$ cat src/rtl/divider_seq_4bit_pkg.sv
// Shared types and sizing helpers for the sequential restoring divider.
package divider_pkg;

  localparam int unsigned DEFAULT_WIDTH = 4;

  typedef enum logic [1:0] {
    IDLE = 2'd0,
    RUN  = 2'd1,
    DONE = 2'd2
  } state_t;

  // Step counter width; floor of 1 bit keeps the smallest legal WIDTH synthesizable.
  function automatic int unsigned cnt_width(input int unsigned width);
    return (width < 2) ? 1 : $clog2(width);
  endfunction

endpackage

$ cat src/rtl/divider_seq_4bit_div_step.sv
// One restoring-division iteration: shift {R,Q} left, trial-subtract divisor, restore on borrow.
module div_step
  import divider_pkg::*;
#(
  parameter int unsigned WIDTH = DEFAULT_WIDTH
) (
  input  logic [WIDTH-1:0] r_in,
  input  logic [WIDTH-1:0] q_in,
  input  logic [WIDTH-1:0] divisor,
  output logic [WIDTH-1:0] r_out,
  output logic [WIDTH-1:0] q_out
);

  logic [WIDTH:0] shifted;
  logic [WIDTH:0] trial;

  // R stays below the divisor, so the WIDTH+1-bit trial never wraps and its MSB is the sign.
  always_comb begin
    shifted = {r_in, q_in[WIDTH-1]};
    trial   = shifted - {1'b0, divisor};
    if (!trial[WIDTH]) begin
      r_out = trial[WIDTH-1:0];
      q_out = {q_in[WIDTH-2:0], 1'b1};
    end else begin
      r_out = shifted[WIDTH-1:0];
      q_out = {q_in[WIDTH-2:0], 1'b0};
    end
  end

endmodule

$ cat src/rtl/divider_seq_4bit.sv
// Sequential unsigned restoring divider: one quotient bit per clock, done pulse with held results.
module divider_seq_4bit
  import divider_pkg::*;
#(
  parameter int unsigned WIDTH = DEFAULT_WIDTH
) (
  input  logic             clk,
  input  logic             rst_n,
  input  logic             start,
  input  logic [WIDTH-1:0] dividend,
  input  logic [WIDTH-1:0] divisor,
  output logic             busy,
  output logic             done,
  output logic [WIDTH-1:0] quotient,
  output logic [WIDTH-1:0] remainder,
  output logic             div_by_zero
);

  localparam int unsigned CNT_W = cnt_width(WIDTH);

  state_t state, state_next;

  logic [WIDTH-1:0] r_q;
  logic [WIDTH-1:0] q_q;
  logic [WIDTH-1:0] d_q;
  logic [WIDTH-1:0] a_q;
  logic [CNT_W-1:0] cnt;
  logic             zero_pend;

  logic [WIDTH-1:0] step_r;
  logic [WIDTH-1:0] step_q;

  logic accept;
  logic last_step;

  div_step #(.WIDTH(WIDTH)) u_step (
    .r_in    (r_q),
    .q_in    (q_q),
    .divisor (d_q),
    .r_out   (step_r),
    .q_out   (step_q)
  );

  // A zero divisor spends one IDLE cycle with zero_pend set so DONE lands one edge after accept.
  assign accept    = (state == IDLE) && !zero_pend && start;
  assign last_step = (state == RUN) && (cnt == CNT_W'(WIDTH - 1));

  assign busy = (state == RUN);
  assign done = (state == DONE);

  always_ff @(posedge clk or negedge rst_n) begin
    if (!rst_n) begin
      state <= IDLE;
    end else begin
      state <= state_next;
    end
  end

  always_comb begin
    state_next = state;
    unique case (state)
      IDLE: begin
        if (zero_pend) begin
          state_next = DONE;
        end else if (start && (divisor != '0)) begin
          state_next = RUN;
        end
      end
      RUN: begin
        if (last_step) begin
          state_next = DONE;
        end
      end
      DONE:    state_next = IDLE;
      default: state_next = IDLE;
    endcase
  end

  always_ff @(posedge clk or negedge rst_n) begin
    if (!rst_n) begin
      r_q         <= '0;
      q_q         <= '0;
      d_q         <= '0;
      a_q         <= '0;
      cnt         <= '0;
      zero_pend   <= 1'b0;
      quotient    <= '0;
      remainder   <= '0;
      div_by_zero <= 1'b0;
    end else if (accept) begin
      a_q         <= dividend;
      d_q         <= divisor;
      r_q         <= '0;
      q_q         <= dividend;
      cnt         <= '0;
      zero_pend   <= (divisor == '0);
      div_by_zero <= 1'b0;
    end else if (zero_pend) begin
      zero_pend   <= 1'b0;
      quotient    <= '1;
      remainder   <= a_q;
      div_by_zero <= 1'b1;
    end else if (state == RUN) begin
      r_q <= step_r;
      q_q <= step_q;
      cnt <= cnt + CNT_W'(1);
      if (last_step) begin
        quotient  <= step_q;
        remainder <= step_r;
      end
    end
  end

endmodule

$ cat config.mk
export PLATFORM = sky130hd
export DESIGN_NAME = divider_seq_4bit
export DESIGN_NICKNAME = d
export VERILOG_FILES = /design/src/rtl/divider_seq_4bit_pkg.sv /design/src/rtl/divider_seq_4bit_div_step.sv /design/src/rtl/divider_seq_4bit.sv
export SDC_FILE = /design/constraint.sdc
export NUM_CORES = 1
export LEC_CHECK = 0
export ABC_CLOCK_PERIOD_IN_PS = 3700
export CORE_MARGIN = 1.5
export CORE_UTILIZATION = 39
export DETAILED_ROUTE_END_ITERATION = 16
export DONT_BUFFER_PORTS = 1
export PLACE_DENSITY = 0.58
export SYNTH_ARGS = -nofsm -noshare
export SYNTH_HDL_FRONTEND = slang
export SYNTH_SLANG_ARGS = --single-unit
$ cat constraint.sdc
create_clock -name clk -period 3.7 [get_ports clk]
set_input_delay 0.74 -clock clk [delete_from_list [all_inputs] [get_ports clk]]
set_output_delay 0.74 -clock clk [all_outputs]
set_load 0.02 [all_outputs]
# After elaboration in Yosys (flattened, before gate mapping)
# Cells that the tools add are included.
# Widths: inputs -> output; s select.
[totals]
inputBits = 11
elab_cells = 58
register_bits = 30
out_inout_bits = 11
[classes]
muxes = 24
reduce_logical = 15
n_addsub = 2
bitwise = 1
n_eq_ne = 6
[op_table]
columns = ["cell", "count"]
rows = [
  ["$mux 4", 13],
  ["$mux 2", 6],
  ["$reduce_bool 2->1", 4],
  ["$sub 5x4->5", 1],
  ["$eq 2x2->1 const B", 2],
  ["$logic_and 1x1->1", 4],
  ["$logic_not 4->1", 1],
  ["$mux 1", 4],
  ["$ne 2x1->1 const B", 2],
  ["$pmux 2 s2", 1],
  ["$reduce_and 2->1", 2],
  ["$reduce_bool 4->1", 1],
  ["$ne 3x2->1 const B", 1],
  ["$reduce_and 3->1", 1],
  ["$add 2x1->2 const B", 1],
  ["$eq 2x1->1 const B", 1],
  ["$logic_not 2->1", 1],
  ["$logic_not 1->1", 1],
  ["$not 1->1", 1],
]

# Longest topological paths before layout
# Gate-level depths: netlist (run 1).
[logic_depth]
ltp_word = 5
ltp_mapped = 8
ltp_nobuf = 8

# By module
# A second synthesis (run 1) with hierarchy kept.
[hier_totals]
cells_unflattened = 119
hier_area_um2 = 1559.0
[modules_own_cells]
columns = ["module", "instances", "seq_area_each_um2", "cells_each", "area_each_um2"]
rows = [
  ["divider_seq_4bit", 1, 750.7, 92, 1335.0],
  ["div_step", 1, 0.0, 27, 224.0],
]

# Worst setup path before layout (run 1)
# Ideal clock, no wire load.
[synth_path]
kind = "register to register"
from = "reg q_q[3]"
to = "reg remainder[0]"
t_arrival_ns = 1.950
t_required_ns = 3.613
path_slack_ns = 1.663
n_path_buf = 0
synth_period_minus_slack_ns = 2.037
stages_incl_launch_ff = 9
setup_time_ns = 0.087
cell_sequence = "dfrtp_1 > inv_1 > ha_1 > fa_1 > nand2b_1 > a21oi_2 > xnor2_2 > mux2_4 > o221ai_2"
[synth_between]
elab_chain_cells = 5
[synth_rtl]
columns = ["item", "line_no", "source"]
rows = [
  ["start: declaration", "divider_seq_4bit.sv:24", "logic [WIDTH-1:0] q_q;"],
  ["start signal: assignment", "divider_seq_4bit.sv:94", "q_q <= dividend;"],
  ["start signal: assignment", "divider_seq_4bit.sv:105", "q_q <= step_q;"],
  ["$sub 5x4->5", "divider_seq_4bit_div_step.sv:20", "trial = shifted - {1'b0, divisor};"],
  ["$mux 4 (*)", "divider_seq_4bit_div_step.sv:21", "if (!trial[WIDTH]) begin"],
  ["$mux 4 (*)", "divider_seq_4bit.sv:107", "if (last_step) begin"],
  ["$mux 4 (*)", "divider_seq_4bit.sv:103", "end else if (state == RUN) begin"],
  ["$mux 4 (*)", "divider_seq_4bit.sv:98", "end else if (zero_pend) begin"],
  ["end signal: assignment", "divider_seq_4bit.sv:101", "remainder <= a_q;"],
  ["end signal: assignment", "divider_seq_4bit.sv:109", "remainder <= step_r;"],
  ["end: declaration", "divider_seq_4bit.sv:15", "output logic [WIDTH-1:0] remainder,"],
]
# Every way passes the cells marked *; elsewhere a longest branch is shown, timed or not. The select of a mux whose other input is x is not followed.
# A chain may end at the register's enable or synchronous reset.

# Worst setup path after layout (run 1)
[layout_path]
from = "reg q_q[3]"
to = "reg remainder[3]"
[layout_between]
elab_chain_cells = 5
[layout_rtl]
columns = ["item", "line_no"]
rows = [
  ["$sub 5x4->5", "divider_seq_4bit_div_step.sv:20"],
  ["$mux 4", "divider_seq_4bit_div_step.sv:21"],
  ["$mux 4", "divider_seq_4bit.sv:107"],
  ["$mux 4", "divider_seq_4bit.sv:103"],
  ["$mux 4", "divider_seq_4bit.sv:98"],
]
# No other way between the ends. The select of a mux whose other input is x is not followed.

==> results of run 1 <==
state kept, by name (all words and copies together) (netlist names):
signal / flops
r_q: 4
state: 2
cnt: 2
quotient: 4
d_q: 4
remainder: 4
a_q: 4
div_by_zero: 1
q_q: 4
zero_pend: 1
kinds of logic after synthesis:
| group | after synthesis |
|---|---|
| xor+xnor | 3 |
| flops | 30 |
| mux | 7 |
| buf+inv | 10 |
| compound gates | 27 |
| fa+ha+maj | 6 |
| simple gates | 54 |
cell type report:
cell class | count | area, µm²
well taps | 46 | 57.6
flip-flops and latches | 30 | 751
fillers | 335 | 1880
inverters | 7 | 26.3
clock buffers | 7 | 55.1
clock inverters | 1 | 5.00
multi-input cells | 97 | 638
metal layers:
layer	GRT usage [%]	part of all wire [%]
met5	0	0
met3	7.50	4.7
met2	22.4	42
met1	24.7	52
met4	5.71	1.3
cells in the final DEF (no fill, tap or decap):
cell type,n
nor2b_1,1
a211o_1,4
nand2_1,34
clkinv_2,1
a221oi_1,1
o21ai_1,2
clkbuf_8,1
or4b_2,1
xnor2_2,1
nand3_1,1
xnor2_1,1
mux2_4,2
a211oi_1,1
clkbuf_4,5
nor2_1,9
o211ai_1,1
fa_1,1
clkbuf_1,1
mux2i_1,5
nand2b_1,3
ha_1,5
o21ai_0,11
a21oi_2,1
nor4b_4,1
a22o_1,1
inv_1,7
dfrtp_1,30
o221ai_1,1
and3_1,3
o221ai_2,2
xor2_1,1
a21oi_1,2
or4_1,1
through the flow:
step | hold slack, ns | instance area, µm²
2_1_floorplan | 0.444 | 1430
3_5_place_dp | 0.445 | 1470
4_1_cts | 0.0744 | 1530
6_report | 0.0884 | 1530
3_3_place_gp | 0.445 | 1470
5_1_grt | 0.0531 | 1530
where the power goes:
group	total, W	internal (W)	switching (W)
Clock	0.000204	0.0000920	0.000112
Combinational	0.000757	0.000336	0.000421
Sequential	0.000648	0.000481	0.000167
path summary, 6_finish.rpt:
kind,start,to,slack (ns)
setup / recovery,q_q[3],remainder[3],1.43
hold / removal,rst_n,remainder[3],0.09
setup reg to reg,q_q[3],remainder[3],1.43
hold reg to reg,a_q[0],a_q[0],0.50
max in group asynchronous,rst_n,a_q[0],3.52
min in group clk,a_q[0],a_q[0],0.50
worst max-delay path, stage by stage (launching register included):
cell and delay [ns]:
dfrtp_1 0.35, inv_1 0.06, ha_1 0.23, fa_1 0.40, nand2b_1 0.17, a21oi_2 0.16, xnor2_2 0.23, mux2i_1 0.38
a221oi_1 0.14
==> impl_metrics.tcl, run 1 <==
set metrics [dict create \
    slew_viol_final 0 \
    seq_area_frac_synth_pct 52.5 \
    reg2reg_depth 8 \
    drt-pass1-iter-count 4 \
    coreArea_um2 3420 \
    grt_start_max_net_pins 31 \
    port_buffers 0 \
    avgSynthCellArea_um2 10.4 \
    synth-xor-area-share_pct 2.36 \
    tns_ns 0 \
    synth.area.top_cells "dfrtp_1, nand2_1, ha_1, o21ai_0, mux2i_1" \
    synth-compound-area-share_pct 13.3 \
    hold_viol_final 0 \
    antenna_found_initial 0 \
    skew_ns 0.0102 \
    drv_cap 0 \
    critical_path_class "flop to flop" \
    cp_max_fo 6 \
    tritoncts "yes" \
    synth_common_cells "nand2_1, dfrtp_1, o21ai_0" \
    fp.dieArea_um2 4040 \
    dp.cells 180 \
    ctsResizeCount 0 \
    powerDensity_nw_per_um2 1050 \
    grtUsageTotal_pct 17.0 \
    hold_buffers 0 \
    numCtsBuffers 5 \
    rows 21 \
    root_buffer "clkbuf_4" \
    async_reset_ff_share_pct 100 \
    worstMarginPinSlew_ns 0.783 \
    final_layout_size_suffix_gt1_share_pct 10.6 \
    gr-total-overflow 0 \
    synthCells 137 \
    p_leak_nw 0.745 \
    fp.dieH_um 63.5 \
    area_delta_synth_final_pct 7.27 \
    synth_edf_count 0 \
    fin_cells 188 \
    outcome "completed" \
    synthAdderAreaFrac_pct 5.78 \
    clk_path_buf_depth 2 \
    fin_util_pct 44.9 \
    synthFlopType "dfrtp_1" \
    avgViaCountPerCell 5.24 \
    ir_drop_mv 0.332 \
    wirelength_um 2940 \
    clkSinkCount 30 \
    gp_congestion 0.774 \
    hold_path_class "input pin to asynchronous set/reset pin" \
    yosysTopAreaCell "dfrtp_1" \
    grt_pass1_wl_um 5180 \
    synth_seq_cells 30 \
    relSlewSlack_pct 47.6 \
    synth_area_um2 1430 \
    final.period_utilization_pct 61.4 \
    drc 0 \
    htreeDepth 2 \
    max_freq_mhz 440 \
    arrival_ns 2.45 \
    synth.top_cell.area_share_pct 52.5 \
    dp_hpwl_um 2170 \
    cp.required_ns 3.87 \
    critPathCaptureType "flop" \
    synth.most_common_cell "nand2_1" \
    post-route-min-period_ns 2.27 \
    die-width_um 63.5 \
    grt_pass1_vias 1009 \
    synthSimpleGateAreaFrac_pct 17.6 \
    first_iter_violations 53 \
    p_total_w 0.00161 \
    final_antenna_net_count 0 \
    clkTransAtPathRegs_ns 0.10 \
    synth_top_family_by_area "simple AND/OR/NAND/NOR gates" \
    ys_warn_count 0 \
    post_cts_buffers 0 \
    pin_count 22 \
    initial_core_util_pct 41.8 \
    place_ws_ns 1.43 \
    startpoint_type "flop" \
    setup_viol 0 \
    finalNetCount 158 \
    fin_ws_ns 1.43 \
    via_count 986 \
    syn-num-nets 154 \
    insertedDiodeCount 0 \
    rsz0062_at_grt "no" \
    routedWlPerCell_um 15.7 \
    worstSkewPairLatency_ns 0.33 \
    muxShareOfSynthArea_pct 5.60 \
    synth_cell_types 31 \
]
No activity file was read; power rests on OpenSTA's default activity.
==> run 2: changes to the inputs <==
ABC_CLOCK_PERIOD_IN_PS = 2190   (was 3700)
clock period = 2.19 ns   (was 3.7 ns; I/O delays follow)
==> impl_metrics.tcl, run 2 (same netlist as run 1, synthesis figures left out) <==
set metrics [dict create \
    outcome "completed" \
    clkTransAtPathRegs_ns 0.09 \
    antenna_found_initial 0 \
    area_delta_synth_final_pct 12.6 \
    htreeDepth 2 \
    fin_util_pct 47.1 \
    final_common_cell "nand2_1" \
    max_freq_mhz 483 \
    clkPwrFrac_pct 10.6 \
    wirelength_um 3150 \
    grt_start_max_net_pins 31 \
    rsz0062_at_grt "no" \
    drt-pass1-iter-count 4 \
    p_int_w 0.00164 \
    gp_congestion 0.920 \
    final.period_utilization_pct 94.5 \
    final_antenna_net_count 0 \
    grt_pass1_vias 1088 \
    coreArea_um2 3420 \
    ir_drop_mv 0.640 \
    p_sw_share_pct 43.4 \
    clk_path_buf_depth 2 \
    rr_startpoint "q_q[3]" \
    relSlewSlack_pct 57.9 \
    hold_viol_final 0 \
    cp.required_ns 2.44 \
    p_leak_nw 0.774 \
    cp_max_fo 6 \
    pin_count 22 \
    gr-total-overflow 0 \
    worstSkewPairLatency_ns 0.33 \
    tns_ns 0 \
    post_dp_cell_area_um2 1490 \
    powerDensity_nw_per_um2 1800 \
    arrival_ns 2.32 \
    tritoncts "yes" \
    holdPathStages 2 \
    r2r_setup_slack_ns 0.12 \
    final_cell_mix "nand2_1, dfrtp_1, o21ai_0" \
    root_buffer "clkbuf_4" \
    fp.dieArea_um2 4040 \
    grt_pass1_wl_um 5300 \
    slowest_stage "fa_2" \
    fin_cells 193 \
    hold_path_class "input pin to flop" \
    min_to "d_q[0]" \
    critical_path_class "flop to flop" \
    slew_viol_final 0 \
    final_layout_size_suffix_gt1_share_pct 14.3 \
    rows 21 \
    cp_cell_sequence "inv_1, ha_2, fa_2, nand2b_4, a21oi_4, xnor2_4, mux2_4, o221ai_2" \
    via_count 1024 \
    worstMarginPinSlew_ns 0.629 \
    setup_viol 0 \
    post-route-min-period_ns 2.07 \
    initial_core_util_pct 41.8 \
    dp_hpwl_um 2270 \
    finalNetCount 164 \
    cpPeakStageDelay_ns 0.37 \
    insertedDiodeCount 0 \
    fp.dieH_um 63.5 \
    port_buffers 0 \
    p_switching_w 0.00126 \
    first_iter_violations 42 \
    routedWlPerCell_um 16.3 \
    startpoint_type "flop" \
    grtUsageTotal_pct 17.5 \
    drc 0 \
    crit_buf_inv 1 \
    p_comb_share_pct 51.2 \
    critPathCaptureType "flop" \
    skew_ns 0.00913 \
    pwr-share-seq_pct 38.2 \
    numCtsBuffers 5 \
    avgViaCountPerCell 5.31 \
    holdWs_ns 0.213 \
    final_area_um2 1610 \
    hold_start "divisor[0]" \
    reg2reg_depth 8 \
    r2r_end "remainder[1]" \
    drv_cap 0 \
    clkSinkCount 30 \
    die-width_um 63.5 \
    dp.cells 182 \
    cp_top_family "adder cells" \
]
==> run 2: power groups by stage <==
stage          Clock (W)  Combinational (W)  Sequential [W]
2_1_floorplan          0            0.00105         0.00105
3_3_place_gp           0            0.00124         0.00110
3_5_place_dp           0            0.00129         0.00111
4_1_cts         0.000314            0.00140         0.00110
5_1_grt         0.000334            0.00164         0.00113
6_report        0.000306            0.00148         0.00111
==> run 2: final cells by class <==
cell class	count	area, µm²
clock buffers	7	45.0
multi-input cells	97	669
repair buffers	6	60.1
flip-flops and latches	30	751
well taps	46	57.6
fillers	350	1810
inverters	7	26.3
==> run 2: stage by stage <==
step	setup slack, ns	power, W
6_report	0.122	0.00289
5_1_grt	0.0146	0.00310
4_1_cts	0.0183	0.00281
3_5_place_dp	0.0150	0.00240
3_3_place_gp	0.104	0.00234
2_1_floorplan	0.153	0.00210
==> run 2: worst register-to-register path, stage by stage, from the launching register on <==
cell and delay (ns):
dfrtp_1 0.35, inv_1 0.06, ha_2 0.20, fa_2 0.37
nand2b_4 0.16, a21oi_4 0.18, xnor2_4 0.18, mux2_4 0.34
o221ai_2 0.16
==> run 2: how the worst max path moves through the flow <==
stage	startpoint	endpoint	slack [ns]	cells past startpoint
floorplan	q_q[3]	remainder[0]	0.15	8
global placement	q_q[3]	remainder[1]	0.10	8
detailed placement	q_q[3]	remainder[1]	0.02	8
CTS	q_q[3]	remainder[1]	0.02	8
global route	q_q[3]	remainder[1]	0.01	8
finish	q_q[3]	remainder[1]	0.12	8
==> run 2: repair_timing <==
item                                    CTS  global route
pin swaps                                 2             3
endpoints found under the setup margin    2             8
gates resized for setup                   3             2
setup buffers                             0             2
hold buffers                              2             0
hold endpoints to repair                 30             0
==> run 2: layer usage <==
| layer | vias up | GRT usage [%] | wire length, µm |
|---|---|---|---|
| met5 | - | 0 | 0 |
| met4 | 0 | 9.24 | 85 |
| met3 | 10 | 5.36 | 194 |
| met2 | 35 | 24.2 | 1350 |
| met1 | 488 | 24.5 | 1520 |
| li1 | 491 | - | - |
==> run 3: changes to the inputs <==
CAP_MARGIN = 20   (was not set)
HOLD_SLACK_MARGIN = 0.08   (was not set)
==> results of run 3 <==
No change in the layout: final DEF, timing and power equal those of run 2.
